==> src/rtl/vga_pkg.sv <==
// Shared types and constants for the VGA pixel driver: colour widths,
// per-axis mode record, FSM state encoding and the mode consistency test.
`timescale 1ns/1ps
package vga_pkg;

  localparam int BPC = 4;        // bits per colour channel
  localparam int BPP = 3 * BPC;  // bits per pixel
  localparam int CW  = 12;       // counter / mode field width

  // One axis of a video mode; all values are positions on that axis.
  typedef struct packed {
    logic [CW-1:0] width;  // active positions
    logic [CW-1:0] porch;  // position where sync asserts
    logic [CW-1:0] synch;  // position where sync deasserts
    logic [CW-1:0] raw;    // total positions per period
  } vga_mode_t;

  typedef struct packed {
    vga_mode_t h;
    vga_mode_t v;
  } vga_timing_t;

  localparam vga_timing_t MODE_640x480 = '{
    h: '{width: 12'd640, porch: 12'd656, synch: 12'd752, raw: 12'd800},
    v: '{width: 12'd480, porch: 12'd490, synch: 12'd492, raw: 12'd525}
  };

  typedef enum logic [1:0] {
    ST_IDLE   = 2'd0,
    ST_PRIME  = 2'd1,
    ST_ACTIVE = 2'd2
  } vga_state_t;

  // A mode is usable only when active area, sync pulse and total are ordered.
  function automatic logic mode_valid(input vga_mode_t m);
    return (m.width != '0) && (m.width <= m.porch) &&
           (m.porch < m.synch) && (m.synch < m.raw);
  endfunction

endpackage

==> src/rtl/vga_pixel_driver_if.sv <==
// Pixel-source handshake: the driver requests pixels and marks line/frame
// boundaries; the source returns one pixel the cycle after each request.
`timescale 1ns/1ps
interface vga_pixel_driver_if #(
  parameter int BPP = vga_pkg::BPP
) ();

  logic           rd;        // one pixel requested this cycle
  logic           newline;   // last cycle of a line
  logic           newframe;  // last cycle of a frame
  logic [BPP-1:0] pixel;     // returned pixel, valid the cycle after rd

  modport master (output rd, output newline, output newframe, input pixel);
  modport slave  (input rd, input newline, input newframe, output pixel);

endinterface

==> src/rtl/vga_axis_counter.sv <==
// One raster axis: position counter wrapping at raw-1, plus the wrap,
// sync-window and active-area flags derived from the current position.
`timescale 1ns/1ps
module vga_axis_counter
  import vga_pkg::*;
(
  input  logic      i_clk,
  input  logic      i_reset_n,
  input  logic      i_clr,       // hold position at 0
  input  logic      i_adv,       // step position this cycle
  input  vga_mode_t i_mode,
  output logic      o_wrap,      // position is the last of the period
  output logic      o_sync_act,  // position inside the sync window
  output logic      o_active     // position inside the active area
);

  logic [CW-1:0] r_pos;
  logic          w_wrap;

  assign w_wrap     = (r_pos == (i_mode.raw - 12'd1));
  assign o_wrap     = w_wrap;
  assign o_sync_act = (r_pos >= i_mode.porch) && (r_pos < i_mode.synch);
  assign o_active   = (r_pos < i_mode.width);

  // Position register: explicit compare-based wrap so odd raw values work.
  always_ff @(posedge i_clk or negedge i_reset_n) begin
    if (!i_reset_n) begin
      r_pos <= '0;
    end else if (i_clr) begin
      r_pos <= '0;
    end else if (i_adv) begin
      r_pos <= w_wrap ? '0 : r_pos + 12'd1;
    end
  end

endmodule

==> src/rtl/vga_pixel_driver.sv <==
// VGA raster timing generator and pixel output stage. Requests pixels from a
// source through vga_pixel_driver_if, then registers the returned pixel onto
// the colour pins with hsync/vsync delayed to stay aligned.
// Build option: define VGA_SYNC_POSITIVE_EN for active-high syncs; by default
// syncs are active-low with an idle level of 1.
`timescale 1ns/1ps
module vga_pixel_driver
  import vga_pkg::*;
#(
  parameter int BITS_PER_COLOR = BPC
) (
  input  logic                      i_pixclk,
  input  logic                      i_reset_n,
  input  logic                      i_en,
  input  logic [11:0]               i_hm_width,
  input  logic [11:0]               i_hm_porch,
  input  logic [11:0]               i_hm_synch,
  input  logic [11:0]               i_hm_raw,
  input  logic [11:0]               i_vm_height,
  input  logic [11:0]               i_vm_porch,
  input  logic [11:0]               i_vm_synch,
  input  logic [11:0]               i_vm_raw,
  vga_pixel_driver_if.master        src_if,
  output logic                      o_cfg_err,
  output logic                      o_vga_hsync,
  output logic                      o_vga_vsync,
  output logic [BITS_PER_COLOR-1:0] o_vga_red,
  output logic [BITS_PER_COLOR-1:0] o_vga_green,
  output logic [BITS_PER_COLOR-1:0] o_vga_blue
);

  localparam int PW = 3 * BITS_PER_COLOR;

`ifdef VGA_SYNC_POSITIVE_EN
  localparam logic SYNC_ON = 1'b1;
`else
  localparam logic SYNC_ON = 1'b0;
`endif

  vga_state_t r_state, w_state_next;
  vga_mode_t  r_hmode, r_vmode;
  vga_mode_t  w_in_h, w_in_v;
  logic       r_cfg_err;
  logic       w_in_valid, w_latch, w_frame_end, w_clr;
  logic       w_h_wrap, w_h_sync, w_h_act;
  logic       w_v_wrap, w_v_sync, w_v_act;
  logic       w_rd, w_newline, w_newframe, w_hs, w_vs;
  logic       r_de1, r_hs1, r_vs1;
  logic       r_hsync, r_vsync;
  logic [PW-1:0] r_rgb;

  assign w_in_h     = '{width: i_hm_width,  porch: i_hm_porch, synch: i_hm_synch, raw: i_hm_raw};
  assign w_in_v     = '{width: i_vm_height, porch: i_vm_porch, synch: i_vm_synch, raw: i_vm_raw};
  assign w_in_valid = mode_valid(w_in_h) && mode_valid(w_in_v);
  assign w_clr      = (r_state != ST_ACTIVE);

  vga_axis_counter u_hcnt (
    .i_clk      (i_pixclk),
    .i_reset_n  (i_reset_n),
    .i_clr      (w_clr),
    .i_adv      (1'b1),
    .i_mode     (r_hmode),
    .o_wrap     (w_h_wrap),
    .o_sync_act (w_h_sync),
    .o_active   (w_h_act)
  );

  vga_axis_counter u_vcnt (
    .i_clk      (i_pixclk),
    .i_reset_n  (i_reset_n),
    .i_clr      (w_clr),
    .i_adv      (w_h_wrap),
    .i_mode     (r_vmode),
    .o_wrap     (w_v_wrap),
    .o_sync_act (w_v_sync),
    .o_active   (w_v_act)
  );

  // FSM state register.
  always_ff @(posedge i_pixclk or negedge i_reset_n) begin
    if (!i_reset_n) begin
      r_state <= ST_IDLE;
    end else begin
      r_state <= w_state_next;
    end
  end

  // Next state, mode-latch strobe and source-facing strobes.
  always_comb begin
    w_state_next = r_state;
    w_latch      = 1'b0;
    w_frame_end  = 1'b0;
    w_rd         = 1'b0;
    w_newline    = 1'b0;
    w_newframe   = 1'b0;
    w_hs         = 1'b0;
    w_vs         = 1'b0;
    case (r_state)
      ST_IDLE: begin
        if (i_en) begin
          w_latch = 1'b1;
          if (w_in_valid) w_state_next = ST_PRIME;
        end
      end
      ST_PRIME: begin
        // Pulses here let the source rewind to the top of its frame.
        w_newline    = 1'b1;
        w_newframe   = 1'b1;
        w_state_next = ST_ACTIVE;
      end
      ST_ACTIVE: begin
        w_rd        = w_h_act && w_v_act;
        w_newline   = w_h_wrap;
        w_frame_end = w_h_wrap && w_v_wrap;
        w_newframe  = w_frame_end;
        w_hs        = w_h_sync;
        w_vs        = w_v_sync;
        if (w_frame_end) begin
          w_latch = 1'b1;
          if (!i_en || !w_in_valid) w_state_next = ST_IDLE;
        end
      end
      default: w_state_next = ST_IDLE;
    endcase
  end

  // Mode registers only change between frames; error tracks the last latch.
  always_ff @(posedge i_pixclk or negedge i_reset_n) begin
    if (!i_reset_n) begin
      r_hmode   <= '0;
      r_vmode   <= '0;
      r_cfg_err <= 1'b0;
    end else if (w_latch) begin
      r_hmode   <= w_in_h;
      r_vmode   <= w_in_v;
      r_cfg_err <= !w_in_valid;
    end
  end

  // Two-stage output pipeline: stage 1 waits for the pixel, stage 2 drives pins.
  always_ff @(posedge i_pixclk or negedge i_reset_n) begin
    if (!i_reset_n) begin
      r_de1   <= 1'b0;
      r_hs1   <= 1'b0;
      r_vs1   <= 1'b0;
      r_rgb   <= '0;
      r_hsync <= ~SYNC_ON;
      r_vsync <= ~SYNC_ON;
    end else begin
      r_de1   <= w_rd;
      r_hs1   <= w_hs;
      r_vs1   <= w_vs;
      r_rgb   <= r_de1 ? src_if.pixel : '0;
      r_hsync <= r_hs1 ? SYNC_ON : ~SYNC_ON;
      r_vsync <= r_vs1 ? SYNC_ON : ~SYNC_ON;
    end
  end

  assign src_if.rd       = w_rd;
  assign src_if.newline  = w_newline;
  assign src_if.newframe = w_newframe;

  assign o_cfg_err   = r_cfg_err;
  assign o_vga_hsync = r_hsync;
  assign o_vga_vsync = r_vsync;
  assign o_vga_red   = r_rgb[PW-1 -: BITS_PER_COLOR];
  assign o_vga_green = r_rgb[2*BITS_PER_COLOR-1 -: BITS_PER_COLOR];
  assign o_vga_blue  = r_rgb[BITS_PER_COLOR-1:0];

endmodule

==> src/flat_wrapper.sv <==
// flat-port wrapper written by rule: the top's interface ports become plain ports
module vga_pixel_driver_flat import vga_pkg::*;
#(
  parameter int BITS_PER_COLOR = BPC
)
  (i_pixclk, i_reset_n, i_en, i_hm_width, i_hm_porch, i_hm_synch, i_hm_raw, i_vm_height, i_vm_porch, i_vm_synch, i_vm_raw, o_cfg_err, o_vga_hsync, o_vga_vsync, o_vga_red, o_vga_green, o_vga_blue, src_if_rd, src_if_newline, src_if_newframe, src_if_pixel);
  vga_pixel_driver_if #(.BPP(BPP)) src_if_i ();
  input  logic i_pixclk;
  input  logic i_reset_n;
  input  logic i_en;
  input  logic [11:0] i_hm_width;
  input  logic [11:0] i_hm_porch;
  input  logic [11:0] i_hm_synch;
  input  logic [11:0] i_hm_raw;
  input  logic [11:0] i_vm_height;
  input  logic [11:0] i_vm_porch;
  input  logic [11:0] i_vm_synch;
  input  logic [11:0] i_vm_raw;
  output logic o_cfg_err;
  output logic o_vga_hsync;
  output logic o_vga_vsync;
  output logic [BITS_PER_COLOR-1:0] o_vga_red;
  output logic [BITS_PER_COLOR-1:0] o_vga_green;
  output logic [BITS_PER_COLOR-1:0] o_vga_blue;
  output wire logic [$bits(src_if_i.rd)-1:0] src_if_rd;
  output wire logic [$bits(src_if_i.newline)-1:0] src_if_newline;
  output wire logic [$bits(src_if_i.newframe)-1:0] src_if_newframe;
  input wire logic [$bits(src_if_i.pixel)-1:0] src_if_pixel;
  assign src_if_rd = src_if_i.rd;
  assign src_if_newline = src_if_i.newline;
  assign src_if_newframe = src_if_i.newframe;
  assign src_if_i.pixel = src_if_pixel;
  vga_pixel_driver #(.BITS_PER_COLOR(BITS_PER_COLOR)) u_core (.i_pixclk(i_pixclk), .i_reset_n(i_reset_n), .i_en(i_en), .i_hm_width(i_hm_width), .i_hm_porch(i_hm_porch), .i_hm_synch(i_hm_synch), .i_hm_raw(i_hm_raw), .i_vm_height(i_vm_height), .i_vm_porch(i_vm_porch), .i_vm_synch(i_vm_synch), .i_vm_raw(i_vm_raw), .src_if(src_if_i), .o_cfg_err(o_cfg_err), .o_vga_hsync(o_vga_hsync), .o_vga_vsync(o_vga_vsync), .o_vga_red(o_vga_red), .o_vga_green(o_vga_green), .o_vga_blue(o_vga_blue));
endmodule
==> config.mk <==
export PLATFORM = sky130hd
export DESIGN_NAME = vga_pixel_driver_flat
export DESIGN_NICKNAME = d
export VERILOG_FILES = /design/src/rtl/vga_pkg.sv /design/src/rtl/vga_pixel_driver_if.sv /design/src/rtl/vga_axis_counter.sv /design/src/rtl/vga_pixel_driver.sv /design/src/flat_wrapper.sv
export SDC_FILE = /design/constraint.sdc
export NUM_CORES = 1
export LEC_CHECK = 0
export CAP_MARGIN = 40
export CELL_PAD_IN_SITES_DETAIL_PLACEMENT = 0
export CELL_PAD_IN_SITES_GLOBAL_PLACEMENT = 2
export CORE_UTILIZATION = 36
export DETAILED_ROUTE_END_ITERATION = 12
export PLACE_DENSITY = 0.86
export SYNTH_ARGS = -nofsm -noshare
export SYNTH_HDL_FRONTEND = slang
export SYNTH_SLANG_ARGS = --single-unit
==> constraint.sdc <==
create_clock -name i_pixclk -period 3.55 [get_ports i_pixclk]
set_input_delay 0.5325 -clock i_pixclk [delete_from_list [all_inputs] [get_ports i_pixclk]]
set_output_delay 0.5325 -clock i_pixclk [all_outputs]
set_load 0.005 [all_outputs]
### After elaboration in Yosys (flattened, before gate mapping)

Cells that the tools add are included.

| word-level totals | value |
|---|---|
| output and inout bits | 18 |
| register bits after elaboration | 140 |

| cells by class | value |
|---|---|
| $lt $le $gt $ge | 12 |
| eq/ne operators | 9 |
| add/subtract/negate cells | 4 |
| multiplexer cells | 21 |
| reduce and logical (&&, ||, !) cells | 19 |

Operators by type and width:

| cell | count |
|---|---|
| $lt 12x12->1 | 8 |
| $mux 12 | 6 |
| $add 12x1->12 const B | 2 |
| $eq 12x12->1 | 2 |
| $ge 12x12->1 | 2 |
| $le 12x12->1 | 2 |
| $reduce_bool 12->1 | 2 |
| $sub 12x1->12 const B | 2 |
| $logic_and 1x1->1 | 11 |
| $mux 2 | 4 |
| $mux 1 | 7 |
| $ne 2x1->1 const B | 3 |
| $pmux 1 s2 | 3 |
| $pmux 2 s3 | 1 |
| $ne 2x2->1 const B | 2 |
| $reduce_and 4->1 | 1 |
| $eq 2x1->1 const B | 1 |
| $eq 2x2->1 const B | 1 |
| $logic_not 1->1 | 2 |
| $logic_not 2->1 | 1 |
| $reduce_bool 2->1 | 1 |
| $logic_or 1x1->1 | 1 |

### Depth between registers and ports, before layout

| logic depth | value |
|---|---|
| depth after elaboration | 10 |
| depth in mapped cells | 13 |
| depth with buffers taken out | 10 |

### Modules after synthesis

From an unflattened synthesis, not the netlist that was laid out.

| unflattened totals | value |
|---|---|
| cells, all modules | 1073 |
| area total of the unflattened synthesis | 9771.9 um2 |

Modules (own cells, without submodules):

| module | area each (um2) | times used | seq. area each (um2) | cells an instance |
|---|---|---|---|---|
| vga_pixel_driver | 5908.2 | 1 | 2905.3 | 593 |
| vga_axis_counter | 1931.9 | 2 | 300.3 | 240 |

### Worst setup path after synthesis

Ideal clock, no wire load.

| timing | value |
|---|---|
| path type | register to register |
| start point | register u_core.r_hmode[2] in the netlist's numbering |
| end point | register u_core.r_hmode[12] in the netlist's numbering |
| arrival | 2.671 ns |
| clock period less this slack | 2.799 ns |
| stages on the path, launching flop included | 12 |
| path slack | 0.751 ns |
| required time | 3.422 ns |
| cells stage by stage | dfrtp_1 clkbuf_1 or3_1 nand4b_1 xnor2_1 o221ai_1 a21oi_2 nor4_2 a22o_1 buf_6 buf_6 mux2_1 |

| between the ends | value |
|---|---|
| cells in the longest elaborated chain, start to end | 5 |

RTL lines:

| item | line | RTL |
|---|---|---|
| start, declared | vga_pixel_driver.sv:41 | `vga_mode_t r_hmode, r_vmode;` |
| start signal, assigned | vga_pixel_driver.sv:134 | `r_hmode <= w_in_h;` |
| $sub 12x1->12 | vga_axis_counter.sv:20 | `assign w_wrap = (r_pos == (i_mode.raw - 12'd1));` |
| $eq 12x12->1 | vga_axis_counter.sv:20 |  |
| $logic_and 1x1->1 | vga_pixel_driver.sv:114 | `w_frame_end = w_h_wrap && w_v_wrap;` |
| $mux 1 | vga_pixel_driver.sv:118 | `if (w_frame_end) begin` |
| $pmux 1 s2 | vga_pixel_driver.sv:98 | `case (r_state)` |

Every way passes these cells.
A chain may end at the register's enable or synchronous reset.

### Final worst setup path

| timing | value |
|---|---|
| start point | register u_core.r_hmode[2] in the netlist's numbering |
| end point | output port src_if_newline |

| between the ends | value |
|---|---|
| cells in the longest elaborated chain, start to end | 3 |

RTL lines:

| item | line | RTL |
|---|---|---|
| $sub 12x1->12 | vga_axis_counter.sv:20 |  |
| $eq 12x12->1 | vga_axis_counter.sv:20 |  |
| $pmux 1 s2 | vga_pixel_driver.sv:98 |  |
| end, declared | flat_wrapper.sv:26 | `output wire logic [$bits(src_if_i.newline)-1:0] src_if_newline;` |

Every way passes these cells.

==> impl_metrics.csv <==
group,metric,value,unit
global_routing,grt-ovfl-total,0,
timing,period_share,0.974,
global_routing,grtUsageMet1,0.278,
floorplan,fp.dieArea,0.0277,mm^2
cts,cts_hold_buf,0,
synthesis,ys_seq_area_frac,0.360,
synthesis,synth_edf_count,0,
setup_path,worstSetupPathType,"register to output port",
timing,fin_skew,0.0135,ns
synthesis,yosysTopAreaCell,"dfrtp_1",
global_routing,grt_max_degree,63,
power_and_ir_drop,switching_power,2.54,mW
cts,cts_buffer_depth,2,
global_routing,first_global_vias,7533,
global_routing,antenna_found_initial,0,
route,wl_per_cell,16.9,um
global_routing,track_usage,0.189,
power_and_ir_drop,p_sw_frac,0.343,
cts,path_clk_slew,0.07,ns
final_layout,syn_to_final_growth,27.3,%
floorplan,die_h,167,um
setup_path,r2r_end,"u_core.r_state[1]",
synthesis,synth_top_area_frac,0.354,
floorplan,coreArea,0.0263,mm^2
route,first_iter_violations,330,
job,maxCapViolations,0,
cts,cts_root_buf,"clkbuf_16",
outcome,outcome,"finished with violations",
synthesis,netlist_area,0.00975,mm^2
timing,slew_viol_final,0,
global_routing,grt_pass1_wl,40700,um
synthesis,synth.area.top_cells,"dfrtp_1, ha_1, inv_1",
setup_path,critPathLaunchType,"register",
global_routing,busiest_layer,"met2",
synthesis,synthFlopType,"dfrtp_1",
route,firstDrtPassIters,8,
floorplan,ios,129,
cts,cts_buffers,17,
timing,fmax,289,MHz
outcome,violations,"design-rule violations",
power_and_ir_drop,seqPwrFrac,0.340,
placed_design,dp_cells,1458,
power_and_ir_drop,p_per_area,596,mW/mm^2
floorplan,die_w,167,um
placed_design,place.gp.congestion,0.847,
power_and_ir_drop,intPower,4.87,mW
setup_path,required,3.02,ns
final_layout,fin_cells,1501,
synthesis,synthCells,976,
synthesis,synth_async_sr_flop_share,1.00,
timing,setup-violations-final,0,
synthesis,syn_nets,1230,
power_and_ir_drop,combPwrFrac,0.409,
cts,htree_levels,4,
synthesis,syn_avg_cell_area,9.99,um^2
final_layout,nets,1408,
route,vias,7504,
placed_design,post-dp-hpwl,20500,um
global_routing,gr-usage-met2,0.290,
setup_path,critPathArrivalTime,2.93,ns
cts,clock_latency,0.42,ns
power_and_ir_drop,clkPwrFrac,0.251,
setup_path,crit_fanout,3,
placed_design,portBuffers,128,
power_and_ir_drop,p_leak,6.11,nW
route,ant_nets,0,
cts,clock-sinks,140,
setup_path,reg2reg_from,"u_core.r_vmode[1]",
placed_design,place_ws,0.118,ns
route,via_per_inst,5.00,
power_and_ir_drop,vdd_ir_drop_max,0.000307,V
final_layout,diodes,0,
synthesis,yosys.cell_types.count,65,
route,drt-total-wl,25300,um
setup_path,rrSetupSlack,0.24,ns
min_path,hp-class,"primary input to asynchronous set/reset pin",
floorplan,rows,59,
floorplan,start_util,0.371,
final_layout,drive_gt1_frac,0.132,
cts,cts_tree,"yes",
route,drc_errors,9,
setup_path,end_kind,"output port",
timing,hold_violations,0,
timing,slew_headroom,0.585,
timing,finalCriticalPeriod,3.46,ns
global_routing,groute.layer.met3.usage,0.0297,
setup_path,ff2ff_path_depth,10,
synthesis,yosys_warnings,0,
timing,hold_ws,0.0974,ns
timing,worst_slack,0.0906,ns
timing,tightest_slew,0.623,ns
synthesis,ys_seq_elements,140,
-- timing repair --
action | 4_1_cts | 5_1_grt
pin swaps | 7 | 8
buffers inserted | 8 | 4
endpoints found under the setup margin | 3 | 3
gates resized for setup | 11 | 10
-- cells by family (layout without fill, tap and decap cells) --
logic type,count (synthesis),after routing,synth area share
AOI/OAI and AO/OA,165,165,0.112
muxes,98,98,0.107
buffers and inverters,182,372,0.0798
DFF,140,140,0.360
adders and majority gates,143,143,0.184
and+or+nand+nor,209,209,0.123
xor gates and xnor gates,39,39,0.0350
-- synthesized netlist by cell type (12+ instances only) --
master    count
buf_6        12
nand2_1      24
nand3_1      24
nand4_1      19
xnor2_1      25
nor4_1       18
and2_1       15
xor2_1       14
nor2_1       37
dfrtp_1     138
a21o_1       21
mux2i_1      47
o21ai_0      26
a21oi_1      44
mux2_2       40
ha_1        143
inv_1       158
nand2b_1     20
-- critical path, stage by stage, from the launching register on --
cell and delay (ns):
dfrtp_1 0.40, or3_4 0.40, nand4b_1 0.29, buf_4 0.22, nor3_1 0.21, a21oi_2 0.08, nor4_4 0.24, o21a_1 0.16
clkdlybuf4s50_1 0.50
-- layout make-up --
cell class | instances | area, um^2
inverter | 159 | 597
fill | 2505 | 13900
sequential | 140 | 3510
tap | 335 | 419
timing repair buffer | 182 | 1710
clock buffer | 19 | 433
clock inverter | 12 | 173
multi-input combinational | 654 | 5570
-- worst max-delay path by stage --
stage                 startpoint                 end  slack (ns)  cells after the start
2_1_floorplan  u_core.r_hmode[2]  u_core.r_hmode[12]        0.75                     11
3_3_place_gp         i_hm_raw[1]   u_core.r_state[1]        0.19                     10
3_5_place_dp         i_hm_raw[1]   u_core.r_state[1]        0.12                     10
4_1_cts        u_core.r_hmode[4]      src_if_newline        0.01                      8
5_1_grt        u_core.r_hmode[2]      src_if_newline       -0.04                      8
6_report       u_core.r_hmode[2]      src_if_newline        0.09                      8
-- state kept, by name (all words and copies together) (netlist names) --
register	flops
u_core.u_vcnt.r_pos	12
u_core.r_vs1	1
u_core.r_hs1	1
u_core.r_vmode	48
u_core.u_hcnt.r_pos	12
u_core.r_de1	1
u_core.r_rgb	12
u_core.r_hmode	48
u_core.o_vga_hsync	1
u_core.o_cfg_err	1
u_core.o_vga_vsync	1
u_core.r_state	2
-- power by group through the flow --
| stage | Sequential (mW) | Clock [mW] | Combinational (mW) |
|---|---|---|---|
| after CTS | 2.50 | 1.91 | 3.02 |
| after global placement | 2.53 | 0 | 2.84 |
| after floorplan | 2.45 | 0 | 2.15 |
| final | 2.52 | 1.86 | 3.03 |
| after global routing | 2.59 | 1.97 | 3.40 |
| after detailed placement | 2.55 | 0 | 2.88 |
-- per-stage QoR --
stage | cell area [um^2] | utilization | total power [mW] | setup TNS (ns)
after floorplan | 9750 | - | 4.60 | 0
after global placement | 11600 | 0.442 | 5.37 | 0
after detailed placement | 11600 | 0.442 | 5.43 | 0
after CTS | 12300 | 0.470 | 7.43 | 0
after global routing | 12400 | 0.472 | 7.96 | -0.0482
final | 12400 | 0.472 | 7.40 | 0
-- placed cells by master, fill, tap and decap left out, types with 5 or more instances in the layout --
cell type | Yosys | final
inv_1 | 158 | 156
ha_1 | 143 | 142
dfrtp_1 | 138 | 137
clkdlybuf4s50_1 | 0 | 126
buf_4 | 1 | 52
mux2i_1 | 47 | 47
a21oi_1 | 44 | 43
mux2_2 | 40 | 40
nor2_1 | 37 | 36
o21ai_0 | 26 | 26
xnor2_1 | 25 | 25
nand3_1 | 24 | 24
nand2_1 | 24 | 23
a21o_1 | 21 | 21
nand2b_1 | 20 | 20
nand4_1 | 19 | 19
nor4_1 | 18 | 18
clkbuf_16 | 0 | 17
and2_1 | 15 | 15
xor2_1 | 14 | 14
and3_1 | 11 | 11
mux2_1 | 11 | 11
a31oi_1 | 10 | 10
nor2b_1 | 10 | 9
o21a_1 | 9 | 9
a21boi_0 | 7 | 7
o211ai_1 | 7 | 7
a211o_1 | 6 | 6
o22ai_1 | 6 | 6
nand3b_1 | 5 | 5
nor3_1 | 6 | 5
-- layer usage --
layer | up-vias | part of all wire
met5 | - | 0
met4 | 0 | 0.0058
met3 | 7 | 0.041
met2 | 111 | 0.44
met1 | 3620 | 0.51
li1 | 3766 | -
Note: power is estimated with default switching activity, not from simulation.
